[src/rtl/io_deserializer.sv]
// Packs swidth-bit symbols MSB-first into pwidth-bit words; last symbol at pad -> POut/PValid two edges later.
// One-word output buffer under valid/ready; a word completing while the buffer is stalled is dropped and flagged sticky in Overflow.
module io_deserializer #(
    parameter int pwidth = 32,
    parameter int swidth = 1
) (
    input  logic              Clock,
    input  logic              Reset_n,
    input  logic [swidth-1:0] SIn,
    input  logic              SValid,
    input  logic              Align,
    output logic [pwidth-1:0] POut,
    output logic              PValid,
    input  logic              PReady,
    output logic              Overflow,
    input  logic              ClearOverflow
);

    localparam int N  = pwidth / swidth;
    localparam int CW = (N > 2) ? $clog2(N) : 1;
    localparam logic [CW-1:0] LAST = CW'(N - 1);

    logic [swidth-1:0]        r_sin_q;
    logic                     r_svalid_q;
    logic [pwidth-swidth-1:0] r_shift;
    logic [CW-1:0]            r_count;
    logic [pwidth-1:0]        r_pout;
    logic                     r_pvalid;
    logic                     r_overflow;

    logic [pwidth-1:0] w_word;
    logic              w_last;
    logic              w_complete;
    logic              w_acc;
    logic              w_drop;

    assign w_word     = {r_shift, r_sin_q};
    assign w_last     = (r_count == LAST);
    assign w_complete = r_svalid_q && !Align && w_last;
    assign w_acc      = r_pvalid && PReady;
    assign w_drop     = w_complete && r_pvalid && !PReady;

    // Pad-side capture stage; deliberately blind to Align.
    always_ff @(posedge Clock or negedge Reset_n) begin
        if (!Reset_n) begin
            r_sin_q    <= '0;
            r_svalid_q <= 1'b0;
        end else begin
            r_sin_q    <= SIn;
            r_svalid_q <= SValid;
        end
    end

    always_ff @(posedge Clock or negedge Reset_n) begin
        if (!Reset_n) begin
            r_shift <= '0;
            r_count <= '0;
        end else if (Align) begin
            r_shift <= '0;
            r_count <= '0;
        end else if (r_svalid_q) begin
            if (w_last) begin
                r_count <= '0;
            end else begin
                r_shift <= w_word[pwidth-swidth-1:0];
                r_count <= r_count + CW'(1);
            end
        end
    end

    // Completion and accept on the same edge hands off back-to-back with PValid held high.
    always_ff @(posedge Clock or negedge Reset_n) begin
        if (!Reset_n) begin
            r_pout   <= '0;
            r_pvalid <= 1'b0;
        end else if (w_complete && (!r_pvalid || w_acc)) begin
            r_pout   <= w_word;
            r_pvalid <= 1'b1;
        end else if (!w_complete && w_acc) begin
            r_pvalid <= 1'b0;
        end
    end

    always_ff @(posedge Clock or negedge Reset_n) begin
        if (!Reset_n) begin
            r_overflow <= 1'b0;
        end else if (w_drop) begin
            r_overflow <= 1'b1;
        end else if (ClearOverflow) begin
            r_overflow <= 1'b0;
        end
    end

    assign POut     = r_pout;
    assign PValid   = r_pvalid;
    assign Overflow = r_overflow;

endmodule

[config.mk]
export PLATFORM = sky130hd
export DESIGN_NAME = io_deserializer
export DESIGN_NICKNAME = d
export VERILOG_FILES = /design/src/rtl/io_deserializer.sv
export SDC_FILE = /design/constraint.sdc
export NUM_CORES = 1
export LEC_CHECK = 0
export CAP_MARGIN = 20
export CORE_MARGIN = 2
export CORE_UTILIZATION = 55
export DETAILED_ROUTE_END_ITERATION = 7
export HOLD_SLACK_MARGIN = 0.03
export PLACE_DENSITY_LB_ADDON = 0.3
export RECOVER_POWER = 50
export SETUP_SLACK_MARGIN = 0.5
export SYNTH_ARGS = -nofsm -noshare
export SYNTH_HDL_FRONTEND = slang
export SYNTH_SLANG_ARGS = --single-unit
[constraint.sdc]
create_clock -name Clock -period 3.3 [get_ports Clock]
set_clock_uncertainty 0.2 [all_clocks]
set_input_delay 0.66 -clock Clock [delete_from_list [all_inputs] [get_ports Clock]]
set_output_delay 0.66 -clock Clock [all_outputs]
set_load 0.05 [all_outputs]
==> metrics <==
result of the run finished, violations left; violations in the final reports capacitance limit, slew limit; number of instances in the placed design between 200 and 300; Worst path top cell family by delay buffers and inverters; average cell area after synthesis between 15 and 20 sq um; largest net degree at the start of global routing between 40 and 50; Avg Vias per Cell 5.51; GPL Wtd Cong about 0.73; depth of the most critical reg-to-reg path 7; floorplan core area 0.00507 sq mm; critical-path maximum fanout 2; Buffers & Inverters on Critical Path 1; Yosys cell types 25; clock transition at the registers of the reported paths around 0.080 ns; number of antenna violations at the first check in global routing 0; type of the tightest min-delay check reg -> reg; static leakage 0.00168 uW; final antenna diode count 0; number of rows in the core area 26; met1 Use GR 0.250; clock tree root buffer cell clkbuf_8; area delta synth->final 22.3%; clock insertion delay at the later pin of the skew report approximately 0.34 ns; Cells after Synth ~180; # H-tree levels 3; post-detailed-route count of antenna-violating nets 0; net count after synthesis roughly 190; count of cell instances traversed by the critical path 1; maximum resistive drop on vdd roughly 300 uV; number of slew-limit violations in the final report 32; unrepaired setup endpoints after global routing no; number of port buffers 40; met2 capacity usage during global routing 0.300; clock sink count 72; Synth Warn # 0; Min Clock Period, post-route 2.44 ns; number of buffers between clock root and the deepest sink 2; top-level port count between 40 and 50; detailed-route via count about 1600; CP startpoint kind flip-flop; slowest CP cell dlygate4sd3_1; first-pass GRT wire length 8550 um; endpoint of the worst register-to-register path POut[0]$_DFFE_PN0P_; Cell Count, Final, Fillers Out about 290; path type of the worst setup path reg -> out; peak-usage layer in the global routing report met2; HPWL Detailed between 3000 and 4000 um; Worst slew margin -0.122; final setup violating endpoints 0; postcts setup bufs 0; Final nets about 230; area enclosed by the die boundary 0.00579 sq mm; Min-Delay Startpoint POut[6]$_DFFE_PN0P_; Global Route Usage Sum 0.196; wire per inst 17.5 um; R2R Setup Slk 0.88 ns; Setup TNS 0 ns; launching element of the worst setup path POut[11]$_DFFE_PN0P_; total wirelength of the detailed-routed design about 5100 um; FILL cells ~360; CP Data Arrival Time around 1.6 ns; die boundary height approximately 76 um; start of the worst register-to-register path r_count[0]$_DFFE_PN0P_; actual slew at the worst max-slew pin 1.68 ns; critical path capture point POut[11]; ratio of cells with drive above 1 in the final layout 0.242; crit-path max cell delay between 0.8 and 0.9 ns; Yosys reg bits 72; number of gates resized after cts 0; hold-fix buffers at CTS 0; total gr overflow 0; hold violation count in the final report 0; # Max-Cap Violations 1; clock tree from TritonCTS built; number of global-route vias before repair between 1500 and 2000; effective utilization at floorplan 0.564; drt pass-1 iters 4; highest achievable clock rate roughly 410 MHz; CTS Buf Count 9; Die Span X about 76 um; worst endpoint required time between 2 and 2.5 ns; summed instance area of the synthesized netlist 0.00286 sq mm; Power Density about 490 mW/mm^2; GR met3 Demand/Resource 0.0509; Critical Path End Type output port; sequential-to-total area share from yosys stat 0.630; count of routing violations after the opening detailed-route iteration roughly 120; total chip power approximately 1700 uW; cell-by-cell listing of the critical path dlygate4sd3_1; final worst path period share 0.739; # DRC 0
kinds of logic after synthesis:
kind of cell | share of synthesized area
AND/OR/NAND/NOR | 0.0372
buffers and inverters | 0.0437
AO/OA/AOI/OAI | 0.108
multiplexers | 0.172
adder cells (fa/ha/maj) | 0.00875
flip-flops | 0.630
synth_stat cells:
master | count | area, sq um
o21ai_0 | 2 | 10.0
mux2i_1 | 2 | 20.0
or3_1 | 1 | 6.26
nand2b_1 | 2 | 12.5
buf_12 | 3 | 60.1
o22ai_1 | 1 | 6.26
nand3_1 | 1 | 5.00
nand2_1 | 1 | 3.75
a21oi_1 | 3 | 15.0
buf_2 | 7 | 35.0
and2b_1 | 1 | 7.51
mux2_4 | 30 | 450
a22o_1 | 31 | 272
nor2b_2 | 1 | 8.76
mux2_2 | 2 | 22.5
nor3b_1 | 1 | 7.51
a31oi_1 | 1 | 6.26
nor4bb_1 | 1 | 10.0
nand3b_4 | 1 | 20.0
nor2_1 | 5 | 18.8
buf_6 | 2 | 22.5
inv_1 | 2 | 7.51
ha_1 | 2 | 25.0
and3_1 | 1 | 6.26
dfrtp_1 | 72 | 1800
power by group:
part           switching (uW)  leakage (uW)  internal [uW]
Sequential               6.50      0.000999            886
Clock                     333      0.000105            448
Combinational            34.0      0.000574           14.2
Total                     374       0.00168           1350
cell type report:
cell class | instances | area, sq um | share of cell area
multi-input cells | 90 | 930 | 0.266
inverters | 2 | 7.51 | 0.00215
repair buffers | 43 | 442 | 0.126
clock inverters | 6 | 91.3 | 0.0261
flip-flops and latches | 72 | 1800 | 0.515
well taps | 70 | 87.6 | 0.0250
clock buffers | 10 | 138 | 0.0394
flip-flops by register name (all words and copies together), names as in the netlist:
name / cells
POut: 32
r_sin_q: 1
PValid: 1
r_count: 5
r_svalid_q: 1
Overflow: 1
r_shift: 31
per-layer routing:
layer / vias up / routed length (um)
met3: 14 / 205
met4: 0 / 164
met1: 829 / 2240
li1: 729 / -
met2: 42 / 2510
met5: - / 0
how the worst min path moves through the flow:
stage,end,cells after the start
floorplan,Overflow$_DFFE_PN0P_,0
global placement,r_shift[0]$_DFFE_PN0P_,1
detailed placement,POut[26]$_DFFE_PN0P_,1
CTS,POut[16]$_DFFE_PN0P_,1
global route,POut[6]$_DFFE_PN0P_,1
finish,POut[6]$_DFFE_PN0P_,1
placed cells by master (no fill, tap or decap), drive strengths merged, types with 2 or more instances in the layout:
| cell type | Yosys | final |
|---|---|---|
| dfrtp | 72 | 72 |
| clkinvlp | 0 | 3 |
| a22o | 31 | 31 |
| clkdlybuf4s50 | 0 | 28 |
| inv | 2 | 3 |
| buf | 12 | 3 |
| dlygate4sd3 | 0 | 11 |
| mux2 | 32 | 32 |
| o21ai | 2 | 2 |
| clkbuf | 0 | 11 |
| ha | 2 | 2 |
| mux2i | 2 | 2 |
| a21oi | 3 | 3 |
| nor2 | 5 | 5 |
| nand2b | 2 | 2 |
| bufinv | 0 | 2 |
through the flow:
stage	hold slack, ns	area [sq um]	setup slack [ns]	utilization
after detailed placement	0.293	3280	0.623	0.646
after CTS	0.168	3510	0.616	0.692
final	0.302	3500	0.862	0.689
after floorplan	0.164	2860	1.22	-
after global placement	0.277	3280	0.708	0.646
after global routing	0.321	3500	0.742	0.689
(Power assumes the default switching activity.)
